## src/rtl/ne8_shared_compare_sched.sv

```systemverilog
// Round-robin scheduler that time-shares one external NE8 byte comparator among NREQ requesters.
// Optional macro NE_SCHED_EARLY_EXIT_EN: end a compare on the first mismatching byte slice.
module ne8_shared_compare_sched #(
  parameter  int NREQ  = 4,
  parameter  int WIDTH = 32,
  localparam int IDW   = (NREQ > 1) ? $clog2(NREQ) : 1
) (
  input  logic                  clk,
  input  logic                  resetn,
  input  logic [NREQ-1:0]       req_valid,
  output logic [NREQ-1:0]       req_ready,
  input  logic [NREQ*WIDTH-1:0] req_a,
  input  logic [NREQ*WIDTH-1:0] req_b,
  output logic [7:0]            ne_i0,
  output logic [7:0]            ne_i1,
  input  logic                  ne_o,
  output logic                  rsp_valid,
  input  logic                  rsp_ready,
  output logic                  rsp_ne,
  output logic [IDW-1:0]        rsp_id,
  output logic                  busy
);

  localparam int              SLICES     = WIDTH / 8;
  localparam int              SW         = (SLICES > 1) ? $clog2(SLICES) : 1;
  localparam logic [IDW:0]    NREQ_W     = (IDW+1)'(NREQ);
  localparam logic [SW-1:0]   LAST_SLICE = SW'(SLICES - 1);

  typedef enum logic [1:0] {
    IDLE = 2'd0,
    CMP  = 2'd1,
    RSP  = 2'd2
  } state_t;

  state_t           state_q, next_state;
  logic [IDW-1:0]   rr_ptr;
  logic [IDW-1:0]   grant_id;
  logic [IDW-1:0]   grant_idx;
  logic             grant_found;
  logic [WIDTH-1:0] a_q, b_q;
  logic [WIDTH-1:0] sel_a, sel_b;
  logic [SW-1:0]    slice_q;
  logic             result_q;
  logic             accept;
  logic             cmp_done;
  logic             rsp_done;
  logic             last_slice;

  // Search starts one past the last served requester and wraps modulo NREQ.
  always_comb begin : p_grant
    logic [IDW:0] cand;
    // NOTE: every variable driven here gets a default first so no path can infer a latch.
    grant_found = 1'b0;
    grant_idx   = '0;
    cand        = '0;
    for (int off = 1; off <= NREQ; off++) begin
      cand = {1'b0, rr_ptr} + (IDW+1)'(off);
      if (cand >= NREQ_W) cand = cand - NREQ_W;
      if (!grant_found && req_valid[cand[IDW-1:0]]) begin
        grant_found = 1'b1;
        grant_idx   = cand[IDW-1:0];
      end
    end
  end

  always_comb begin : p_sel
    sel_a = '0;
    sel_b = '0;
    for (int i = 0; i < NREQ; i++) begin
      if (grant_idx == IDW'(i)) begin
        sel_a = req_a[i*WIDTH +: WIDTH];
        sel_b = req_b[i*WIDTH +: WIDTH];
      end
    end
  end

  assign last_slice = (slice_q == LAST_SLICE);

  always_ff @(posedge clk or negedge resetn) begin
    if (!resetn) begin
      // NOTE: sequential state uses non-blocking assignments so every flop samples pre-edge values.
      state_q <= IDLE;
    end else begin
      state_q <= next_state;
    end
  end

  // READY is gated by resetn so no handshake can be signalled while reset is held.
  always_comb begin : p_fsm
    next_state = state_q;
    req_ready  = '0;
    accept     = 1'b0;
    cmp_done   = 1'b0;
    rsp_done   = 1'b0;
    unique case (state_q)
      IDLE: begin
        if (grant_found && resetn) begin
          req_ready[grant_idx] = 1'b1;
          accept               = 1'b1;
          next_state           = CMP;
        end
      end
      CMP: begin
`ifdef NE_SCHED_EARLY_EXIT_EN
        cmp_done = ne_o || last_slice;
`else
        cmp_done = last_slice;
`endif
        if (cmp_done) next_state = RSP;
      end
      RSP: begin
        if (rsp_ready) begin
          rsp_done   = 1'b1;
          next_state = IDLE;
        end
      end
      default: next_state = IDLE;
    endcase
  end

  always_ff @(posedge clk or negedge resetn) begin
    if (!resetn) begin
      // NOTE: capture registers are ordinary flops, cleared so the slice outputs are defined after reset.
      a_q      <= '0;
      b_q      <= '0;
      grant_id <= '0;
      slice_q  <= '0;
      result_q <= 1'b0;
      rr_ptr   <= IDW'(NREQ - 1);
    end else begin
      if (accept) begin
        a_q      <= sel_a;
        b_q      <= sel_b;
        grant_id <= grant_idx;
        slice_q  <= '0;
        result_q <= 1'b0;
      end
      if (state_q == CMP) begin
        if (ne_o) result_q <= 1'b1;
        if (!cmp_done) slice_q <= slice_q + SW'(1);
      end
      if (rsp_done) rr_ptr <= grant_id;
    end
  end

  assign busy      = (state_q != IDLE);
  assign rsp_valid = (state_q == RSP);
  assign rsp_ne    = rsp_valid & result_q;
  assign rsp_id    = rsp_valid ? grant_id : '0;
  assign ne_i0     = (state_q == CMP) ? a_q[{slice_q, 3'b000} +: 8] : 8'h00;
  assign ne_i1     = (state_q == CMP) ? b_q[{slice_q, 3'b000} +: 8] : 8'h00;

endmodule

```

## config.mk

```make
export PLATFORM = sky130hd
export DESIGN_NAME = ne8_shared_compare_sched
export DESIGN_NICKNAME = d
export VERILOG_FILES = /design/src/rtl/ne8_shared_compare_sched.sv
export SDC_FILE = /design/constraint.sdc
export NUM_CORES = 1
export LEC_CHECK = 0
export BUFFER_PORTS_ARGS = -buffer_cell sky130_fd_sc_hd__clkbuf_2
export CORE_ASPECT_RATIO = 0.9
export CORE_MARGIN = 5
export CORE_UTILIZATION = 49
export DETAILED_ROUTE_END_ITERATION = 7
export MAX_ROUTING_LAYER = met4
export PLACE_DENSITY_LB_ADDON = 0.3
export SLEW_MARGIN = 0
export SYNTH_ARGS = -nofsm -noshare
export SYNTH_HDL_FRONTEND = slang
export SYNTH_SLANG_ARGS = --single-unit
```

## constraint.sdc

```tcl
create_clock -name clk -period 4.5 [get_ports clk]
set_input_delay 0.225 -clock clk [delete_from_list [all_inputs] [get_ports clk]]
set_output_delay 0.225 -clock clk [all_outputs]
set_load 0.1 [all_outputs]
```

Yosys cells after proc, flatten, opt, wreduce, memory -nomap -nowiden --
Index checks and enable logic that the tools add are counted.
Storage, ports and cells: flip-flop bits (word level) 73, bits of input ports 264, output and inout bits 25, word-level logic and storage cells 100
Cells by class: $add $sub $neg 9, $lt $le $gt $ge 10, equality and inequality tests 9, shift-type cells 2, mux-type cells 50, bitwise gates (word level) 1, reduce and logical (&&, ||, !) cells 12
Operator list (count):
- 32-bit 2-to-1 mux | 8
- 32-bit by 6-bit variable part select with 8-bit output | 2
- 2-bit 2-to-1 mux | 15
- 1-bit 2-to-1 mux | 17
- 8-bit 2-to-1 mux | 2
- 2-bit by 3-bit < comparator with 1-bit output (second input constant) | 5
- 3-bit greater-or-equal comparator (second input constant) | 4
- 1-bit binary-select mux with 2-bit select | 4
- 2-bit == test (second input constant) | 4
- 4-bit 2-to-1 mux | 2
- 2-bit by 1-bit subtractor with 2-bit output (second input constant) | 4
- 2-bit by 2-bit adder with 3-bit output (second input constant) | 2
- 2-bit case mux with 3 select lines | 1
- 1-bit logical AND | 5
- 2-bit by 1-bit == test with 1-bit output (second input constant) | 2
- 2-bit zero test | 2
- 2-bit inequality test (second input constant) | 2
- 2-bit by 1-bit adder with 3-bit output (second input constant) | 1
- 2-bit by 3-bit adder with 3-bit output (second input constant) | 1
- 1-bit zero test | 3
- 3-bit AND reduction | 1
- 2-bit by 1-bit adder with 2-bit output (second input constant) | 1
- 1-bit demux with 2-bit select | 1
- 2-bit by 1-bit greater-or-equal comparator with 1-bit output (second input constant) | 1
- 3 further kinds | 3

Depth between registers and ports, before layout --
Gate-level depths: netlist of run 1.
word-level depth 21, mapped depth 8, gate-level depth less buffers 5

Worst setup path before layout of run 1 --
No wires, ideal clock.
kind flip-flop to output port, start point register rr_ptr[1], end point output req_ready[2], arrival time 3.327 ns, required time 4.275 ns, slack 0.948 ns, stages on the path, launching flop included 8, buffers on the path 3, path through dfstp_2 > buf_6 > and3b_1 > a31oi_4 > nand3_2 > buf_6 > buf_2 > nor3_1
On the way: word-level cells in the longest chain between the ends 21, elaborated cells between the ends (all ways) 46, those cells by class add/sub: 8; order compare: 6; mux: 24; reduce/logical: 8
Ends and longest elaborated chain:
- start: declaration | RTL line 36 | logic [IDW-1:0] rr_ptr;
- start signal: assignment | RTL line 129 | rr_ptr <= IDW'(NREQ - 1);
- start signal: assignment | RTL line 142 | if (rsp_done) rr_ptr <= grant_id;
- 2-bit by 1-bit adder with 3-bit output | RTL line 57 | cand = {1'b0, rr_ptr} + (IDW+1)'(off);
- 3-bit greater-or-equal comparator / 2-bit by 1-bit subtractor with 2-bit output (equally long branches) | RTL line 58 | if (cand >= NREQ_W) cand = cand - NREQ_W;
- 2-bit 2-to-1 mux | RTL line 58
- 1-bit binary-select mux with 2-bit select | RTL line 59 | if (!grant_found && req_valid[cand[IDW-1:0]]) begin
- 1-bit 2-to-1 mux (implied by the code) | RTL line 59
- 1-bit 2-to-1 mux | RTL line 59
- 1-bit zero test | RTL line 59
- 1-bit logical AND | RTL line 59
- [... 5 more ...]
- 1-bit logical AND | RTL line 59
- 2-bit 2-to-1 mux | RTL line 59
- 2-bit by 3-bit < comparator with 1-bit output (implied by the code) / 2-bit by 1-bit greater-or-equal comparator with 1-bit output (equally long branches) | RTL line 98 | req_ready[grant_idx] = 1'b1;
- 1-bit logical AND (implied by the code) | RTL line 98
- 1-bit 2-to-1 mux (implied by the code) | RTL line 98
- 1-bit demux with 2-bit select | RTL line 98
- 4-bit 2-to-1 mux * | RTL line 97 | if (grant_found && resetn) begin
- 4-bit 2-to-1 mux * | RTL line 95 | unique case (state_q)
- end: declaration | RTL line 11 | output logic [NREQ-1:0] req_ready,
Mark *: on every way between the ends. The rest lies on a longest branch, timed or not. The select of a mux whose other input is x is not followed.

Final worst setup path of run 1 --
start point register rr_ptr[1], end point output req_ready[1]
The elaborated chain is that of the path after synthesis.

==> results of run 1 <==
==> stage by stage <==
step | hold slack [ns] | instance area [sq um] | setup slack (ns) | total power, uW
after floorplan | -0.0706 | 5120 | 0.948 | 3420
after global placement | 0.460 | 6500 | 1.79 | 3920
after detailed placement | 0.460 | 6500 | 1.62 | 4000
after CTS | 0.129 | 6800 | 1.38 | 4720
after global routing | 0.143 | 6800 | 1.21 | 4950
final | 0.132 | 6800 | 1.40 | 4690
==> kinds of logic after synthesis <==
group	Yosys count
muxes	122
adders and majority gates	1
and+or+nand+nor	114
AOI/OAI and AO/OA	107
buffers and inverters	57
DFF	73
==> worst reg2reg max path: stages (launching register included) <==
cell      delay (ns)
dfstp_2         0.63
and3b_1         0.31
a31oi_4         0.07
nand3_4         0.76
buf_4           0.51
mux2i_1         0.27
o221ai_1        0.16
==> where the power goes <==
part | leakage, uW | internal, uW | switching, uW
Combinational | 0.00260 | 945 | 1790
Sequential | 0.000903 | 977 | 275
Clock | 0.000139 | 431 | 270
Total | 0.00364 | 2350 | 2330
==> area by class of cell <==
class,instances,area (sq um)
well taps,129,161
inverters,14,52.6
repair buffers,294,1500
clock inverters,6,67.6
clock buffers,10,229
flip-flops and latches,73,1830
multi-input cells,344,2960
fillers,855,3450
==> synth_stat cells, types with 4 or more instances <==
library cell	n	area [sq um]
mux2i_1	103	1030
nand2_1	76	285
dfrtp_1	71	1780
o221ai_1	62	543
and2_1	19	119
buf_2	17	85.1
mux4_2	16	360
inv_1	14	52.6
a21oi_1	13	65.1
buf_6	13	146
o221ai_2	12	180
clkbuf_1	10	37.5
o21ai_0	6	30.0
nor2_1	4	15.0
nor2b_1	4	25.0
==> how the worst max path moves through the flow <==
stage	endpoint	slack [ns]	cells after the start
2_1_floorplan	req_ready[2]	0.95	7
3_3_place_gp	req_ready[2]	1.79	6
3_5_place_dp	a_q[0]$_DFFE_PN0P_	1.62	6
4_1_cts	req_ready[2]	1.38	5
5_1_grt	req_ready[2]	1.21	5
6_report	req_ready[1]	1.40	5
==> routing by layer <==
metal	wire, um	vias up	global-route usage, %
met3	1510	32	7.07
met2	8720	266	44.8
met5	0	-	-
li1	-	2348	-
met4	352	0	7.70
met1	6700	2433	32.2
==> flip-flops by register name, summed over array words and instances, names as in the netlist <==
signal    flops
b_q          32
rr_ptr        2
state_q       2
grant_id      2
a_q          32
slice_q       2
result_q      1
==> results.json, run 1 <==
{
  "dieWidth_um": 118,
  "finalSetupViolCount": 0,
  "ctsHtreeMaxLevel": 3,
  "area.growth.synth_to_final_pct": 32.8,
  "crit_path_start": "rr_ptr[1]$_DFFE_PN1P_",
  "drt_wl_total_um": 17300,
  "gp_congestion": 0.918,
  "initialDrtViolationCount": 292,
  "final.setup.tns_ns": 0,
  "diodes": 0,
  "rr_worst_depth": 6,
  "hold_violations": 0,
  "avgSynthCellArea_sq_um": 10.8,
  "coreArea_sq_um": 10200,
  "grt.overflow.total": 0,
  "rsz0062_at_grt": "false",
  "syn_nets": 739,
  "worst-setup-path-type": "flip-flop to primary output",
  "cpMaxStageDelayCell": "nand3_4",
  "root_buffer": "clkbuf_16",
  "pwr_density_cell_nw_per_um2": 689,
  "ant_nets": 0,
  "insertion_delay_ns": 0.32,
  "fin_skew_ns": 0.00596,
  "synth-compound-area-share_pct": 19.1,
  "final_common_cell": "clkbuf_2",
  "slew_viol_final": 0,
  "fin_crit_sh_pct": 69.0,
  "mostFrequentLayoutCells": "clkbuf_2, mux2i_1, nand2_1, dfrtp_1, o221ai_1",
  "critPathBufInv": 1,
  "synth_edf_count": 0,
  "grt_max_degree": 74,
  "cts_tree": "done",
  "clkSlewWorstSetupHoldPaths_ns": 0.06,
  "route.detailed.drc": 0,
  "port_buffers": 288,
  "hpwlAfterDp_um": 13400,
  "std_cell_rows": 35,
  "viasPerCell": 5.84,
  "r2r_slack_ns": 1.62,
  "synth-main-ff-cell": "dfrtp_1",
  "synth_mux_area_share_pct": 27.8,
  "period_minus_slack_ns": 3.10,
  "cts.repair.resized": 0,
  "path_max_fanout": 59,
  "outcome": "finished, final reports clean",
  "dp_cells": 854,
  "post_route_cells_drive_above_1_share_pct": 47.6,
  "initial_utilization_pct": 50.0,
  "r2r-end": "a_q[18]$_DFFE_PN0P_",
  "grt_pass1_wl_um": 26500,
  "grtUsageTotal_pct": 26.8,
  "grt_pass1_vias": 5265,
  "async_flop_share_pct": 100,
  "io_pins": 289,
  "via_count": 5079,
  "required_ns": 4.28,
  "worst_pin_slew_ns": 1.08,
  "wl_per_cell_um": 19.9,
  "min-delay-start": "ne_o",
  "r2r_start": "rr_ptr[1]$_DFFE_PN1P_",
  "cap_violations": 0,
  "die_h_um": 107,
  "clock_sinks": 73,
  "vdd_drop_max_mv": 0.439,
  "synth_top_family_by_area": "multiplexers",
  "instances_no_fill": 870,
  "yosys_warnings": 0,
  "netlist_area_sq_um": 5120,
  "ys_types": 40,
  "relSlewSlack_pct": 27.8,
  "numCtsBuffers": 9,
  "synthCells": 474,
  "ys_seq_elements": 73,
  "hold_class": "input pin to flip-flop",
  "seq_area_frac_synth_pct": 35.7,
  "cp.arrival_ns": 2.88,
  "max_stage_delay_ns": 0.77,
  "p_leak_uw": 0.00364,
  "drtPass1Iterations": 4,
  "holdPathStages": 2,
  "cts_setup_buffers": 0,
  "crit_chain": "and3b_1 -> a31oi_4 -> nand3_4 -> and3_1 -> clkbuf_2",
  "startpoint_type": "flip-flop",
  "fin_util_pct": 66.3,
  "post_synth_xor_area_fraction_pct": 0,
  "antenna_found_initial": 0,
  "yosys.area_share.adder_pct": 0.244,
  "hold_buffers": 0,
  "synthSimpleGateAreaFrac_pct": 10.3,
  "crit_path_end_kind": "primary output",
  "fmax_mhz": 322,
  "crit_family": "simple AND/OR/NAND/NOR gates",
  "nets": 1001,
  "die_area_sq_um": 12600,
  "min_to": "result_q$_DFF_PN0_",
  "cts_max_path_buffers": 2
}
(Power assumes the default switching activity.)
==> run 2, diff against run 1 <==
--- a/config.mk
+++ b/config.mk
@@ -8,7 +8,7 @@
 export BUFFER_PORTS_ARGS = -buffer_cell sky130_fd_sc_hd__clkbuf_2
 export CORE_ASPECT_RATIO = 0.9
 export CORE_MARGIN = 5
-export CORE_UTILIZATION = 49
+export CORE_UTILIZATION = 45
 export DETAILED_ROUTE_END_ITERATION = 7
 export MAX_ROUTING_LAYER = met4
 export PLACE_DENSITY_LB_ADDON = 0.3
==> constraint.sdc (replaced) <==
create_clock -name clk -period 3.19 [get_ports clk]
set_input_delay 0.1595 -clock clk [delete_from_list [all_inputs] [get_ports clk]]
set_output_delay 0.1595 -clock clk [all_outputs]
set_load 0.1 [all_outputs]
==> run 2 against run 1 <==
Net effect: first-iteration DRC count is 1.0% lower; power grew 42%; global-route usage decreased by 1.5 points; die area grew 8.1%; worst setup slack got worse by 0.96 ns; register-to-register slack worse by 1.0 ns; critical path type unchanged.
==> results.json, run 2 (same netlist as run 1, synthesis figures left out) <==
{
  "io_pins": 289,
  "worst-setup-path-type": "flip-flop to primary output",
  "initialDrtViolationCount": 289,
  "grt.overflow.total": 0,
  "slew_viol_final": 0,
  "hold_violations": 0,
  "antenna_found_initial": 0,
  "cap_violations": 0,
  "coreArea_sq_um": 11300,
  "root_buffer": "clkbuf_16",
  "period_minus_slack_ns": 2.76,
  "finalSetupViolCount": 0,
  "viasPerCell": 5.51,
  "route.detailed.drc": 0,
  "relSlewSlack_pct": 40.1,
  "final_common_cell": "clkbuf_2",
  "cts_setup_buffers": 0,
  "ctsHtreeMaxLevel": 3,
  "hold_buffers": 1,
  "wl_per_cell_um": 19.0,
  "grt_max_degree": 72,
  "cts_tree": "done",
  "pwr_density_cell_nw_per_um2": 964,
  "numCtsBuffers": 9,
  "insertion_delay_ns": 0.33,
  "grtUsageTotal_pct": 25.3,
  "path_max_fanout": 11,
  "die_h_um": 111,
  "die_area_sq_um": 13600,
  "reg_top3": "a_q x32, b_q x32",
  "clock_sinks": 73,
  "area.growth.synth_to_final_pct": 34.9,
  "crit_path_end_kind": "primary output",
  "via_count": 4968,
  "grt_pass1_vias": 5273,
  "mostFrequentLayoutCells": "clkbuf_2, mux2i_1, nand2_1, dfrtp_1, o221ai_1",
  "gp_congestion": 0.898,
  "p_leak_uw": 0.00368,
  "port_buffers": 288,
  "post_route_cells_drive_above_1_share_pct": 48.1,
  "hpwlAfterDp_um": 13600,
  "fin_skew_ns": 0.00874,
  "final.setup.tns_ns": 0,
  "drt_wl_total_um": 17100,
  "vdd_drop_max_mv": 0.410,
  "ant_nets": 0,
  "dp_cells": 885,
  "drtPass1Iterations": 4,
  "clkSlewWorstSetupHoldPaths_ns": 0.06,
  "fmax_mhz": 363,
  "dieWidth_um": 122,
  "outcome": "finished, final reports clean",
  "cts.repair.resized": 0,
  "hold_class": "input pin to flip-flop",
  "std_cell_rows": 37,
  "worst_pin_slew_ns": 0.899,
  "required_ns": 3.03,
  "startpoint_type": "flip-flop",
  "diodes": 0,
  "cp.arrival_ns": 2.60,
  "cts_max_path_buffers": 2,
  "instances_no_fill": 902,
  "fin_crit_sh_pct": 86.4,
  "initial_utilization_pct": 45.3,
  "grt_pass1_wl_um": 26500,
  "nets": 1006,
  "rsz0062_at_grt": "false"
}
-- run 2: cell count changes in the layout (fill, tap and decap cells not counted), sizes merged --
| cell | delta |
|---|---|
| buf | +4 |
| dlygate4sd3 | +1 |
-- run 2: layout make-up --
class,count,area (sq um)
clock buffers,10,229
clock inverters,6,67.6
fillers,1002,4390
inverters,14,52.6
multi-input cells,344,2970
flip-flops and latches,73,1830
well taps,156,195
repair buffers,299,1570
-- run 2: power by group --
part	internal (uW)	switching, uW
combinational	1360	2540
sequential	1380	383
clock	608	395
-- run 2: path summary, 6_finish.rpt --
path                                        from                 endpoint  slack (ns)  depth (start not counted)
max in group asynchronous                 resetn      b_q[11]$_DFFE_PN0P_        1.85                          3
max reg2reg                rr_ptr[1]$_DFFE_PN1P_       b_q[2]$_DFFE_PN0P_        0.60                          5
min in group asynchronous                 resetn  grant_id[1]$_DFFE_PN0P_        0.25                          2
min reg2reg                  a_q[19]$_DFFE_PN0P_      a_q[19]$_DFFE_PN0P_        0.48                          2
max                        rr_ptr[1]$_DFFE_PN1P_             req_ready[3]        0.43                          5
min                                         ne_o       result_q$_DFF_PN0_        0.06                          2
-- run 2: worst max-delay path: stages (launching register included) --
cell,delay (ns)
dfstp_2,0.64
mux2i_1,0.15
o221ai_2,0.40
nand2_1,0.46
inv_1,0.15
clkbuf_2,0.47
-- run 2: metrics by stage --
step           hold WS, ns  power (uW)  utilization, %  area (sq um)  worst slack [ns]
4_1_cts             0.0589        6700            61.1          6910             0.450
3_5_place_dp      -0.00656        5660            58.4          6600             0.643
3_3_place_gp      -0.00871        5580            58.4          6600             0.781
2_1_floorplan       -0.136        4820               -          5120             0.254
6_report            0.0627        6660            61.1          6910             0.432
5_1_grt             0.0604        7040            61.1          6910             0.283
-- run 2: metal layers --
| metal | up-vias | share of wire, % | track usage [%] |
|---|---|---|---|
| met5 | - | 0 | - |
| met4 | 0 | 1.7 | 6.34 |
| met3 | 27 | 7.4 | 4.90 |
| met2 | 214 | 50 | 42.0 |
| met1 | 2373 | 41 | 31.8 |
| li1 | 2354 | - | - |
